## src/rtl/onchip_memory_arbiter_if.sv

```systemverilog
// rtl/onchip_memory_arbiter_if.sv - Avalon-MM master bus between one requester and the arbiter
interface onchip_memory_arbiter_if #(
    parameter int ADDR_W = 13,
    parameter int DATA_W = 32
);
    logic [ADDR_W-1:0]   address;
    logic [DATA_W/8-1:0] byteenable;
    logic                read;
    logic                write;
    logic [DATA_W-1:0]   writedata;
    logic                waitrequest;
    logic [DATA_W-1:0]   readdata;
    logic                readdatavalid;

    modport master (
        output address, byteenable, read, write, writedata,
        input  waitrequest, readdata, readdatavalid
    );

    modport slave (
        input  address, byteenable, read, write, writedata,
        output waitrequest, readdata, readdatavalid
    );
endinterface

```

## src/rtl/onchip_memory_arbiter.sv

```systemverilog
// rtl/onchip_memory_arbiter.sv - two-master round-robin arbiter for a single-port on-chip RAM
// Optional post-reset RAM scrub enabled by defining ONCHIP_ARB_CLEAR_EN.
module onchip_memory_arbiter #(
    parameter int ADDR_W = 13,
    parameter int DATA_W = 32
) (
    input  logic                  clk,
    input  logic                  reset,
    onchip_memory_arbiter_if.slave m0,
    onchip_memory_arbiter_if.slave m1,
    output logic [ADDR_W-1:0]     mem_address,
    output logic [DATA_W/8-1:0]   mem_byteenable,
    output logic                  mem_chipselect,
    output logic                  mem_write,
    output logic [DATA_W-1:0]     mem_writedata,
    output logic                  mem_clken,
    input  logic [DATA_W-1:0]     mem_readdata
);
    logic              req0, req1, grant0, grant1, run;
    logic              last_grant, rd_pend, rd_owner;
    logic [ADDR_W-1:0] addr_q;

`ifdef ONCHIP_ARB_CLEAR_EN
    typedef enum logic {CLEAR, RUN} state_t;
    state_t            state, state_nxt;
    logic [ADDR_W-1:0] clr_cnt;

    always_ff @(posedge clk or posedge reset) begin
        if (reset) state <= CLEAR;
        else       state <= state_nxt;
    end

    always_comb begin
        state_nxt = state;
        if (state == CLEAR && clr_cnt == {ADDR_W{1'b1}})
            state_nxt = RUN;
    end

    always_ff @(posedge clk or posedge reset) begin
        if (reset)               clr_cnt <= '0;
        else if (state == CLEAR) clr_cnt <= clr_cnt + {{(ADDR_W-1){1'b0}}, 1'b1};
    end

    assign run = (state == RUN);
`else
    assign run = 1'b1;
`endif

    assign req0   = m0.read | m0.write;
    assign req1   = m1.read | m1.write;
    // last_grant holds the index of the previous winner; the other master wins a tie
    assign grant0 = run & req0 & (~req1 | last_grant);
    assign grant1 = run & req1 & (~req0 | ~last_grant);

    assign m0.waitrequest   = ~grant0;
    assign m1.waitrequest   = ~grant1;
    assign m0.readdata      = mem_readdata;
    assign m1.readdata      = mem_readdata;
    assign m0.readdatavalid = rd_pend & ~rd_owner;
    assign m1.readdatavalid = rd_pend & rd_owner;
    assign mem_clken        = 1'b1;

    always_comb begin
        mem_address    = addr_q;
        mem_byteenable = '0;
        mem_chipselect = 1'b0;
        mem_write      = 1'b0;
        mem_writedata  = '0;
        if (grant0) begin
            mem_address    = m0.address;
            mem_byteenable = m0.byteenable;
            mem_chipselect = 1'b1;
            mem_write      = m0.write;
            mem_writedata  = m0.writedata;
        end else if (grant1) begin
            mem_address    = m1.address;
            mem_byteenable = m1.byteenable;
            mem_chipselect = 1'b1;
            mem_write      = m1.write;
            mem_writedata  = m1.writedata;
        end
`ifdef ONCHIP_ARB_CLEAR_EN
        if (state == CLEAR) begin
            mem_address    = clr_cnt;
            mem_byteenable = '1;
            mem_chipselect = 1'b1;
            mem_write      = 1'b1;
        end
`endif
    end

    // A write wins over a simultaneous read from the same master, so only pure reads return data
    always_ff @(posedge clk or posedge reset) begin
        if (reset) begin
            rd_pend    <= 1'b0;
            rd_owner   <= 1'b0;
            last_grant <= 1'b1;
            addr_q     <= '0;
        end else begin
            rd_pend <= (grant0 & ~m0.write) | (grant1 & ~m1.write);
            if (grant0 | grant1) begin
                rd_owner   <= grant1;
                last_grant <= grant1;
            end
            addr_q <= mem_address;
        end
    end
endmodule

```

## src/flat_wrapper.sv

```systemverilog
// flat-port wrapper written by rule: the top's interface ports become plain ports
module onchip_memory_arbiter_flat 
#(
    parameter int ADDR_W = 13,
    parameter int DATA_W = 32
)
  (clk, reset, mem_address, mem_byteenable, mem_chipselect, mem_write, mem_writedata, mem_clken, mem_readdata, m0_address, m0_byteenable, m0_read, m0_write, m0_writedata, m0_waitrequest, m0_readdata, m0_readdatavalid, m1_address, m1_byteenable, m1_read, m1_write, m1_writedata, m1_waitrequest, m1_readdata, m1_readdatavalid);
  onchip_memory_arbiter_if #(.ADDR_W(ADDR_W), .DATA_W(DATA_W)) m0_i ();
  onchip_memory_arbiter_if #(.ADDR_W(ADDR_W), .DATA_W(DATA_W)) m1_i ();
  input  logic clk;
  input  logic reset;
  output logic [ADDR_W-1:0] mem_address;
  output logic [DATA_W/8-1:0] mem_byteenable;
  output logic mem_chipselect;
  output logic mem_write;
  output logic [DATA_W-1:0] mem_writedata;
  output logic mem_clken;
  input  logic [DATA_W-1:0] mem_readdata;
  input wire logic [$bits(m0_i.address)-1:0] m0_address;
  input wire logic [$bits(m0_i.byteenable)-1:0] m0_byteenable;
  input wire logic [$bits(m0_i.read)-1:0] m0_read;
  input wire logic [$bits(m0_i.write)-1:0] m0_write;
  input wire logic [$bits(m0_i.writedata)-1:0] m0_writedata;
  output wire logic [$bits(m0_i.waitrequest)-1:0] m0_waitrequest;
  output wire logic [$bits(m0_i.readdata)-1:0] m0_readdata;
  output wire logic [$bits(m0_i.readdatavalid)-1:0] m0_readdatavalid;
  input wire logic [$bits(m1_i.address)-1:0] m1_address;
  input wire logic [$bits(m1_i.byteenable)-1:0] m1_byteenable;
  input wire logic [$bits(m1_i.read)-1:0] m1_read;
  input wire logic [$bits(m1_i.write)-1:0] m1_write;
  input wire logic [$bits(m1_i.writedata)-1:0] m1_writedata;
  output wire logic [$bits(m1_i.waitrequest)-1:0] m1_waitrequest;
  output wire logic [$bits(m1_i.readdata)-1:0] m1_readdata;
  output wire logic [$bits(m1_i.readdatavalid)-1:0] m1_readdatavalid;
  assign m0_i.address = m0_address;
  assign m0_i.byteenable = m0_byteenable;
  assign m0_i.read = m0_read;
  assign m0_i.write = m0_write;
  assign m0_i.writedata = m0_writedata;
  assign m0_waitrequest = m0_i.waitrequest;
  assign m0_readdata = m0_i.readdata;
  assign m0_readdatavalid = m0_i.readdatavalid;
  assign m1_i.address = m1_address;
  assign m1_i.byteenable = m1_byteenable;
  assign m1_i.read = m1_read;
  assign m1_i.write = m1_write;
  assign m1_i.writedata = m1_writedata;
  assign m1_waitrequest = m1_i.waitrequest;
  assign m1_readdata = m1_i.readdata;
  assign m1_readdatavalid = m1_i.readdatavalid;
  onchip_memory_arbiter #(.ADDR_W(ADDR_W), .DATA_W(DATA_W)) u_core (.clk(clk), .reset(reset), .m0(m0_i), .m1(m1_i), .mem_address(mem_address), .mem_byteenable(mem_byteenable), .mem_chipselect(mem_chipselect), .mem_write(mem_write), .mem_writedata(mem_writedata), .mem_clken(mem_clken), .mem_readdata(mem_readdata));
endmodule
```

## config.mk

```make
export PLATFORM = sky130hd
export DESIGN_NAME = onchip_memory_arbiter_flat
export DESIGN_NICKNAME = d
export VERILOG_FILES = /design/src/rtl/onchip_memory_arbiter_if.sv /design/src/rtl/onchip_memory_arbiter.sv /design/src/flat_wrapper.sv
export SDC_FILE = /design/constraint.sdc
export NUM_CORES = 1
export LEC_CHECK = 0
export ABC_AREA = 1
export BUFFER_PORTS_ARGS = -buffer_cell sky130_fd_sc_hd__buf_2
export CAP_MARGIN = 20
export CORE_AREA = 2 2 98 100
export DETAILED_ROUTE_END_ITERATION = 6
export DIE_AREA = 0 0 100 102
export PLACE_DENSITY = 0.66
export SLEW_MARGIN = 20
export SYNTH_ARGS = -nofsm -noshare
export SYNTH_HDL_FRONTEND = slang
export SYNTH_SLANG_ARGS = --single-unit
```

## constraint.sdc

```tcl
create_clock -name clk -period 1.3 [get_ports clk]
set_input_delay 0.13 -clock clk [delete_from_list [all_inputs] [get_ports clk]]
set_output_delay 0.13 -clock clk [all_outputs]
set_load 0.05 [all_outputs]
```

After elaboration in Yosys (flattened, before gate mapping)
Index checks and enable logic that the tools add are counted.
- $add $sub $neg: 0
- multipliers: 0
- divide/modulo/power cells: 0
- magnitude comparators: 0
- eq/ne operators: 0
- shift operators: 0
- multiplexer cells: 10
- bitwise gates (word level): 20
- reduce and logical (&&, ||, !) cells: 0
- operators by type and width (cell ; count):
    32-bit two-way mux ; 2
    13-bit two-way mux ; 2
    4-bit two-way mux ; 2
    1-bit inverter ; 8
    1-bit AND ; 6
    1-bit bitwise OR ; 6
    1-bit two-way mux ; 4
- register bits: 16
- latch bits: 0
- bits in writable memories: 0
- bits in read-only memories: 0
- bits of input ports: 136
- output and inout bits: 120
- logic and storage cells: 34
- memories: 0

Longest topological paths before layout
- depth in word-level cells: 6
- mapped depth: 8
- mapped depth without buffers: 7

Least setup slack after synthesis
No wires, ideal clock.
- path kind: register to register
- start: reg u_core.last_grant
- end: reg u_core.addr_q[11]
- data arrival time: 2.100 ns
- required time: 1.085 ns
- slack: -1.015 ns
- stages on the path, launching flop included: 4
- path buffers: 0
- clock period less this slack: 2.315 ns
- path through: dfstp_2 > o21ai_1 > nor2_1 > a21oi_1
- word-level cells in the longest chain between the ends: 5
- elaborated cells between the ends (all ways): 7
- classes of those cells: mux (2); bitwise (5)
- RTL lines (item ; line ; source):
    start: declaration ; onchip_memory_arbiter.sv:20 ; logic last_grant, rd_pend, rd_owner;
    start signal: assignment ; onchip_memory_arbiter.sv:103 ; last_grant <= grant1;
    1-bit inverter ; onchip_memory_arbiter.sv:53 ; assign grant1 = run & req1 & (~req0 | ~last_grant);
    1-bit bitwise OR ; onchip_memory_arbiter.sv:53 ;
    1-bit AND ; onchip_memory_arbiter.sv:53 ;
    13-bit two-way mux ; onchip_memory_arbiter.sv:75 ; end else if (grant1) begin
    13-bit two-way mux * ; onchip_memory_arbiter.sv:69 ; if (grant0) begin
    via mem_address[11] ; flat_wrapper.sv:12 ; output logic [ADDR_W-1:0] mem_address;
    end signal: assignment ; onchip_memory_arbiter.sv:105 ; addr_q <= mem_address;
    end: declaration ; onchip_memory_arbiter.sv:21 ; logic [ADDR_W-1:0] addr_q;
The timed path passes the listed nets; every way through them passes the cells marked *.
A chain may end at the register's enable or synchronous reset.

Worst setup path after layout
- start: reg u_core.last_grant
- end: out mem_writedata[14]
- word-level cells in the longest chain between the ends: 5
- elaborated cells between the ends (all ways): 7
- classes of those cells: mux (2); bitwise (5)
- RTL lines (item ; line ; source):
    1-bit inverter ; onchip_memory_arbiter.sv:53 ;
    1-bit bitwise OR ; onchip_memory_arbiter.sv:53 ;
    1-bit AND ; onchip_memory_arbiter.sv:53 ;
    32-bit two-way mux ; onchip_memory_arbiter.sv:75 ;
    32-bit two-way mux * ; onchip_memory_arbiter.sv:69 ;
    end: declaration ; flat_wrapper.sv:16 ; output logic [DATA_W-1:0] mem_writedata;
Mark *: on every way between the ends. The rest lies on a longest branch, timed or not.

==> summary.txt <==
Status -> finished with violations
Failing checks -> negative setup slack
H-tree depth -> 1
Synth Flop Type -> dfrtp_1
Total of max-cap violations -> 0
Crit. End Element -> primary output
Clock skew -> 0.00383 ns
Final setup violation count -> 57
Slew Limit Fails -> 0
Slowest-stage cell, CP -> dfstp_2
Synth warn -> 0
Worst Setup Start Kind -> flip-flop
Worst-path clk slew -> 0.07 ns
Drt drc -> 0
Fmax -> 585 MHz
Placed cells -> 525
CTS Buf Count -> 3
Synth top area share -> 27.9%
Starting Density -> 20.7%
Routability Congestion -> 0.701
CTS tree -> done
Layout area overhead -> 98.3%
Largest net degree at the start of global routing -> 40
Reg-to-Reg Start -> u_core.last_grant
Total track usage -> 13.0%
Wire per inst -> 13.8 um
Worst r2r dst -> u_core.addr_q[9]
TritonCTS Sinks -> 16
Last element of the critical path -> mem_writedata[14]
DRT Wirelength -> 7440 um
IO Pins -> 256
RSZ-0062 raised after global routing -> yes
Hold Startpoint -> m0_address[12]
Fin area -> 3730 um2
Depth of the worst register-to-register path -> 7
Critical Path RT -> 1.17 ns
Clk Latency, worst-skew pair -> 0.25 ns
First-pass DRT Iterations -> 4
Kind of critical path -> reg -> out
Worst Setup SP -> u_core.last_grant
CP peak stage delay -> 0.55 ns
Most common cell on crit path -> nand2_4
Most frequent cells after synthesis -> nand2_1, buf_4, nand3_1
Layout Cells excl Fill -> 538
Syn Std Cell Area -> 1880 um2
Hold path cells -> 3
Die ar. -> 10200 um2
Pwr dens -> 1270 nW/um2
Final Cycle Share -> 132%
Hold crit path type -> in -> reg
Synth area leaders -> buf_4, nand2_1, dfrtp_1, nand3_1, nor2_1
Fin Hold WS -> 0.132 ns
Layout cell share with drive strength beyond 1 -> 66.0%
Global-route wire length before repair -> 10400 um
Final worst slack -> -0.410 ns
Net count after synthesis -> 454
Initial antenna violation count -> 0
FP Rows -> 35
Fillers -> 894
Via count -> 2303
Post-synth top area cell -> buf_4
Multi-input gate area -> 1420 um2
Final critical-path required period -> 1.71 ns
Arr. time, crit path -> 1.58 ns
Most common cell in the netlist -> nand2_1
Final ANT Viol Nets -> 0
Iter 0 DRT Violations -> 47
CP max FO -> 7
Asr flop ratio synth -> 100%
Die W -> 100 um
Yosys cell types -> 19
Maximum clock insertion buffer count -> 2
Nets@finish -> 564
Vias per cell -> 4.28
Worst vdd ir -> 0.000454 V
Flop2flop setup slack -> -0.06 ns
Sequential-to-total area share from yosys stat -> 21.3%
Register area -> 402 um2
GRT overflow -> 0
Crit-path cells -> o21ai_4, nand2_4, buf_12, clkbuf_16, nand2_2, nand2_4, buf_8
Synth Register Bits -> 16
Post-synth EDFFs -> 0
Leak pwr -> 2.01 nW
Cells after Synth -> 318
Die Y -> 102 um
Core area -> 9110 um2
# diodes -> 0
Dpl hpwl -> 4970 um
Syn Area/Cell -> 5.92 um2
Clock root buffer -> clkbuf_8
Placed Area -> 2890 um2
PortBufs -> 158
Final number of hold-violating endpoints -> 0
Number of global-route vias before repair -> 2268
==> flip-flops by register name, summed over array words and instances, names as in the netlist <==
register,count
u_core.rd_pend,1
u_core.last_grant,1
u_core.rd_owner,1
u_core.addr_q,13
==> power by group <==
| group | internal [W] | switching [W] |
|---|---|---|
| clock network | 0.000217 | 0.000173 |
| logic | 0.00152 | 0.00221 |
| registers | 0.000598 | 0.0000304 |
| total | 0.00233 | 0.00241 |
==> cell families after synthesis <==
logic type | after synthesis | synth area share [%]
AOI/OAI and AO/OA | 6 | 1.99
buffers and inverters | 100 | 34.4
and+or+nand+nor | 195 | 42.1
DFF | 16 | 21.3
other | 1 | 0.199
==> routing by layer <==
| metal | track usage [%] | vias to the layer above | part of all wire [%] | routed length (um) |
|---|---|---|---|---|
| met4 | 4.43 | 0 | 1.4 | 102 |
| li1 | - | 1117 | - | - |
| met2 | 25.9 | 116 | 55 | 4080 |
| met5 | 0 | - | 0 | 0 |
| met3 | 2.53 | 20 | 7.1 | 531 |
| met1 | 13.4 | 1050 | 37 | 2720 |
==> per-stage QoR <==
stage | utilization, % | setup TNS, ns | total power (W) | setup WS, ns
global route | 41.0 | -22.02 | 0.00499 | -0.476
global placement | 31.7 | -11.48 | 0.00335 | -0.340
floorplan | - | -1.97 | 0.00323 | -0.126
finish | 41.0 | -18.43 | 0.00474 | -0.410
CTS | 39.3 | -20.31 | 0.00462 | -0.438
detailed placement | 31.7 | -13.45 | 0.00339 | -0.382
==> cell usage in the layout (no fill, tap or decap), types with 3 or more instances in the layout <==
cell / netlist / final
nand3_1: 38 / 27
buf_6: 0 / 9
buf_8: 0 / 43
nand2_4: 0 / 61
dfrtp_1: 15 / 15
nand2_1: 126 / 55
buf_4: 70 / 16
nand2_2: 2 / 12
buf_2: 8 / 105
nor2_1: 28 / 25
clkbuf_8: 0 / 3
inv_1: 18 / 18
nand3_2: 0 / 11
buf_12: 0 / 9
==> critical path: cells and delay by family, from the launching register on <==
kind | cells | cell delay (ns)
AO/OA/AOI/OAI | 1 | 0.08
buffers and inverters | 3 | 0.44
flip-flops | 1 | 0.55
AND/OR/NAND/NOR | 3 | 0.26
==> what timing repair did <==
action / CTS / global route
hold buffers: 1 / 0
cloned: 2 / 3
pin swaps: 1 / 3
hold endpoints to repair: 15 / 0
resized for setup: 171 / 24
buffers inserted: 2 / 2
setup endpoints to repair: 57 / 64
==> how the worst min path moves through the flow <==
stage | end | slack [ns]
after floorplan | u_core.addr_q[0] | 0.04
after global placement | u_core.addr_q[0] | 0.15
after detailed placement | u_core.addr_q[0] | 0.16
after CTS | u_core.addr_q[12] | 0.12
after global routing | u_core.addr_q[1] | 0.13
final | u_core.addr_q[12] | 0.13
==> layout make-up <==
type / instances / area share, %
repair buffers: 186 / 44.5
multi-input cells: 202 / 38.0
flip-flops and latches: 16 / 10.8
well taps: 111 / 3.72
clock buffers: 4 / 1.21
inverters: 19 / 1.91
No activity file was read; power rests on OpenSTA's default activity.
